--- config.mk ---
export PLATFORM = sky130hd
export DESIGN_NAME = mult_hilo_ctrl
export DESIGN_NICKNAME = d
export VERILOG_FILES = /design/src/rtl/mult_hilo_ctrl.sv
export SDC_FILE = /design/constraint.sdc
export NUM_CORES = 1
export LEC_CHECK = 0
export CAP_MARGIN = 5
export CORE_AREA = 2 2 158 160
export CTS_CLUSTER_SIZE = 8
export DETAILED_ROUTE_END_ITERATION = 8
export DIE_AREA = 0 0 160 162
export GPL_TIMING_DRIVEN = 0
export PLACE_DENSITY = 0.87
export SLEW_MARGIN = 20
export SYNTH_ARGS = -nofsm -noshare
export SYNTH_HDL_FRONTEND = slang
export SYNTH_SLANG_ARGS = --single-unit
--- constraint.sdc ---
create_clock -name clk -period 3.8 [get_ports clk]
set_input_delay 0.76 -clock clk [delete_from_list [all_inputs] [get_ports clk]]
set_output_delay 0.76 -clock clk [all_outputs]
set_load 0.02 [all_outputs]
--- src/rtl/mult_hilo_ctrl.sv ---
// mult_hilo_ctrl -- sequential shift-add unsigned multiplier with HI/LO
// registers and the MFHI/MFLO read path.
//
// A MULTU accepted in IDLE takes 32 RUN cycles (one partial product per
// cycle) plus one DONE cycle, after which the product is committed to HI/LO.
// Any MULTU/MFHI/MFLO arriving while a multiply is in flight is stalled and
// is served in the first IDLE cycle, so reads there see the new HI/LO.
//
// Ports:
//   clk, rst_n     clock, asynchronous active-low reset
//   Signal         funct field of the current instruction
//   valid          Signal/dataA/dataB meaningful this cycle
//   dataA, dataB   multiplicand (rs), multiplier (rt)
//   stall          pipeline must hold the current instruction
//   busy           multiply in progress (state != IDLE)
//   done           one-cycle pulse; HI/LO update on the coming edge
//   hilo_out       MFHI/MFLO read data (0 when rd_valid is low)
//   rd_valid       hilo_out valid for the current MFHI/MFLO
//   hi, lo         architectural HI/LO contents
module mult_hilo_ctrl #(
   parameter logic [5:0] MULTU = 6'b011001,
   parameter logic [5:0] MFHI  = 6'b010000,
   parameter logic [5:0] MFLO  = 6'b010010
) (
   input  logic        clk,
   input  logic        rst_n,
   input  logic [5:0]  Signal,
   input  logic        valid,
   input  logic [31:0] dataA,
   input  logic [31:0] dataB,
   output logic        stall,
   output logic        busy,
   output logic        done,
   output logic [31:0] hilo_out,
   output logic        rd_valid,
   output logic [31:0] hi,
   output logic [31:0] lo
);

   typedef enum logic [1:0] {IDLE, RUN, DONE} state_t;

   state_t      state_q, state_d;
   logic [4:0]  count_q;
   logic [63:0] mcand_q;
   logic [31:0] mplier_q;
   logic [63:0] product_q;
   logic        start;
   logic        is_mul, is_rd;

   assign is_mul = (Signal == MULTU);
   assign is_rd  = (Signal == MFHI) || (Signal == MFLO);

   always_ff @(posedge clk or negedge rst_n) begin
      if (!rst_n) state_q <= IDLE;
      else        state_q <= state_d;
   end

   always_comb begin
      state_d  = state_q;
      start    = 1'b0;
      busy     = (state_q != IDLE);
      done     = (state_q == DONE);
      stall    = 1'b0;
      rd_valid = 1'b0;
      hilo_out = 32'b0;
      case (state_q)
         IDLE: begin
            if (valid && is_mul) begin
               start   = 1'b1;
               state_d = RUN;
            end
            // rst_n gate keeps the read port quiet while reset is held.
            if (rst_n && valid && is_rd) begin
               rd_valid = 1'b1;
               hilo_out = (Signal == MFHI) ? hi : lo;
            end
         end
         RUN: begin
            if (count_q == 5'd31) state_d = DONE;
         end
         DONE: state_d = IDLE;
         default: state_d = IDLE;
      endcase
      if (busy && valid && (is_mul || is_rd)) stall = 1'b1;
   end

   // Datapath: operands are captured once at acceptance, so the input
   // buses are free to change while RUN iterates on the private copies.
   always_ff @(posedge clk or negedge rst_n) begin
      if (!rst_n) begin
         count_q   <= 5'd0;
         mcand_q   <= 64'b0;
         mplier_q  <= 32'b0;
         product_q <= 64'b0;
         hi        <= 32'b0;
         lo        <= 32'b0;
      end else begin
         case (state_q)
            IDLE: begin
               if (start) begin
                  mcand_q   <= {32'b0, dataA};
                  mplier_q  <= dataB;
                  product_q <= 64'b0;
                  count_q   <= 5'd0;
               end
            end
            RUN: begin
               if (mplier_q[0]) product_q <= product_q + mcand_q;
               mcand_q  <= mcand_q << 1;
               mplier_q <= mplier_q >> 1;
               count_q  <= count_q + 5'd1;
            end
            DONE: begin
               hi <= product_q[63:32];
               lo <= product_q[31:0];
            end
            default: ;
         endcase
      end
   end

endmodule

==> impl_metrics.env <==
export IMPL_antennaDiodeCount=0
export IMPL_synth_ff_latch_count=231
export IMPL_cts_root_buf="clkbuf_16"
export IMPL_pwr_share_comb_pct=50.1
export IMPL_port_buffers=172
export IMPL_grt_pass1_vias=12232
export IMPL_holdBufCountCts=0
export IMPL_cp_required_ns=3.04
export IMPL_skew_ns=0.0167
export IMPL_fmax_mhz=267
export IMPL_syn_area_per_cell_um2=8.67
export IMPL_outcome="completed"
export IMPL_cts_made_buffers=34
export IMPL_netlist_area_um2=13300
export IMPL_r2r_end="product_q[62]$_DFFE_PN0P_"
export IMPL_cp_buffers_inverters=3
export IMPL_synth_cells=1536
export IMPL_intPower_uw=7470
export IMPL_yosys_area_top_type="dfrtp_1"
export IMPL_grt_max_degree=102
export IMPL_wl_um=41000
export IMPL_die_height_um=162
export IMPL_critical_path_max_stage_delay_ns=0.48
export IMPL_ys_seq_area_share_pct=43.4
export IMPL_synth_net_count=1675
export IMPL_drtIter0Drc=1076
export IMPL_cp_slowest_cell="or3_4"
export IMPL_clockPowerShare_pct=20.1
export IMPL_path_cells="clkdlybuf4s50_1 > nor2_1 > nand2_1 > or3_4 > or3_4 > clkbuf_8 > nor2_1 > clkdlybuf4s15_1"
export IMPL_drv_slew=0
export IMPL_antenna_found_initial=0
export IMPL_ys_warnings_count=0
export IMPL_switching_share_pct=43.5
export IMPL_areaGrowthSynthToFinish_pct=22.7
export IMPL_routedWlPerCell_um=19.8
export IMPL_cap_viol_max_count=0
export IMPL_clk_pin_slew_worst_paths_ns=0.05
export IMPL_cts_path_max_buffers=3
export IMPL_synthTopCellsByArea="dfrtp_1 (43%), nand2_1 (8.6%), ha_1 (6.1%)"
export IMPL_fillCellCount=1928
export IMPL_setup_viol=0
export IMPL_clk_latency_ns=0.51
export IMPL_hpwl_um=30500
export IMPL_finalNetCount=1884
export IMPL_rsz0062_at_grt="no"
export IMPL_cp_data_arrival_time_ns=2.98
export IMPL_design_core_area_um2=24100
export IMPL_grt_use_met3_pct=5.36
export IMPL_ff_latch_area_um2=5780
export IMPL_viasPerCell=6.02
export IMPL_synth_most_common_cell="nand2_1"
export IMPL_fin_crit_sh_pct=98.5
export IMPL_startpoint_type="input pin"
export IMPL_r2r_slack_ns=0.18
export IMPL_leakage_uw=0.00768
export IMPL_worstMarginPinSlew_ns=0.796
export IMPL_die_area_um2=25900
export IMPL_hold_viol=0
export IMPL_dieWidth_um=160
export IMPL_r2r_cells=13
export IMPL_async_flop_share_pct=100
export IMPL_synth_edf_count=0
export IMPL_netlist_cell_type_count=66
export IMPL_multi_input_area_um2=7150
export IMPL_r2r_start="mcand_q[0]$_DFFE_PN0P_"
export IMPL_crit_cells=8
export IMPL_grt_busiest_layer="met2"
export IMPL_period_minus_slack_ns=3.74
export IMPL_seqPwrFrac_pct=29.9
export IMPL_yosys_area_top_type_share_pct=43.4
export IMPL_use_met2_pct=49.3
export IMPL_ios=173
export IMPL_grt_usage_pct=31.6
export IMPL_dr_pass1_iters=5
export IMPL_critPathCaptureType="output port"
export IMPL_use_met1_pct=44.4
export IMPL_critPathTopFamily="simple AND/OR/NAND/NOR gates"
export IMPL_power_total_uw=13200
export IMPL_ys_flop_type="dfrtp_1"
export IMPL_critPathMaxFanout=10
export IMPL_post_route_drc_count=0
export IMPL_rows=57
export IMPL_vdd_drop_max_mv=0.409
export IMPL_grt_pass1_wl_um=65400
export IMPL_postRouteAntennaNets=0
export IMPL_power_density_nw_per_um2=809
export IMPL_power_switching_uw=5760
export IMPL_h_tree_depth=2
export IMPL_cts_tree="done"
export IMPL_drive_above_1_share_pct=9.90
export IMPL_vias=12463
export IMPL_cts_sinks=231
export IMPL_hold_slack_ns=0.211
export IMPL_synth_common_cells="nand2_1 (306), dfrtp_1 (231), nor2_1 (190)"
export IMPL_gp_congestion=0.987
export IMPL_path_class="in2out"
export IMPL_hp_class="in2async"
export IMPL_start_util_pct=55.3
export IMPL_maxSlewHeadroom_pct=46.9
export IMPL_post_cts_buffers=0
export IMPL_gr_total_overflow=0
## state kept, by name, summed over array words and instances, names as in the netlist
signal	cells
hi	32
lo	32
mplier_q	32
product_q	64
state_q	2
count_q	5
mcand_q	64
## cell usage in the layout (no fill, tap or decap), types with 7 or more instances in the layout
cell	instances
xnor2_1	20
nand2_1	306
inv_1	13
and2_1	9
buf_2	15
o21ai_0	112
xor2_1	37
a31oi_1	77
clkdlybuf4s50_1	138
o21ai_1	15
a21o_1	50
clkbuf_1	66
o21bai_1	7
and3_1	13
mux2_2	65
nand4_1	12
ha_1	65
clkbuf_2	25
nor2b_1	9
nand2b_1	13
o211ai_1	7
nand3_1	12
nor2_1	187
dfrtp_1	231
clkbuf_16	35
a21oi_1	89
## power by group through the flow
stage / logic [uW] / clock network (uW) / registers, uW
2_1_floorplan: 4800 / 0 / 3750
3_3_place_gp: 6240 / 0 / 3920
3_5_place_dp: 6400 / 0 / 3950
4_1_cts: 6480 / 2680 / 3920
5_1_grt: 7360 / 2790 / 4030
6_report: 6620 / 2660 / 3950
## area by class of cell
class | count | share of cell area (%)
Multi-Input combinational cell | 1200 | 43.7
Sequential cell | 231 | 35.4
Timing Repair Buffer | 175 | 10.3
Clock buffer | 35 | 5.23
Tap cell | 324 | 2.48
Buffer | 90 | 2.33
Inverter | 13 | 0.299
Clock inverter | 3 | 0.207
## worst max path at each step
stage	from	end	slack (ns)
6_report	Signal[2]	hilo_out[2]	0.06
5_1_grt	Signal[2]	hilo_out[6]	0.0007
4_1_cts	Signal[2]	hilo_out[16]	-0.002
3_5_place_dp	Signal[2]	hilo_out[21]	-0.73
3_3_place_gp	rst_n	hilo_out[21]	-7.69
2_1_floorplan	Signal[2]	hilo_out[10]	0.67
## what timing repair did
item / in CTS / in global routing
resized for setup: 51 / 57
endpoints found under the setup margin: 34 / 31
pin swaps: 0 / 0
gates cloned: 0 / 1
## kinds of logic after synthesis
family,after synthesis,synth area share (%)
AOI/OAI and AO/OA,416,19.2
xor gates and xnor gates,57,3.75
adders and majority gates,66,6.26
buffers and inverters,105,3.13
DFF,231,43.4
muxes,65,5.50
and+or+nand+nor,596,18.8
## worst register-to-register path: stages (launching register included)
cell and delay (ns):
dfrtp_1 0.38, ha_1 0.21, inv_1 0.07, fa_1 0.39, nand2b_1 0.22, a21oi_1 0.27, o211a_1 0.25, o21ai_1 0.16
a21oi_1 0.25, o211ai_1 0.19, o21ai_2 0.38, a21oi_1 0.17, or4_1 0.51, nand3_1 0.11
## routing by layer
layer / up-vias / routed length [um]
met5: - / 0
met1: 6021 / 17800
met3: 96 / 3440
li1: 5774 / -
met4: 0 / 1490
met2: 572 / 18300
## stage by stage
step | setup slack, ns | area [um^2] | utilization [%] | TNS [ns] | cells
floorplan | 0.673 | 13300 | - | 0 | 1536
global placement | -7.69 | 15400 | 64.1 | -1983.99 | 2032
detailed placement | -0.725 | 15500 | 64.3 | -18.65 | 2034
CTS | -0.00181 | 16400 | 68.0 | -0.00181 | 2070
global route | 0.000667 | 16300 | 67.8 | 0 | 2071
finish | 0.0557 | 16300 | 67.8 | 0 | 2071
No activity file was read; power rests on OpenSTA's default activity.
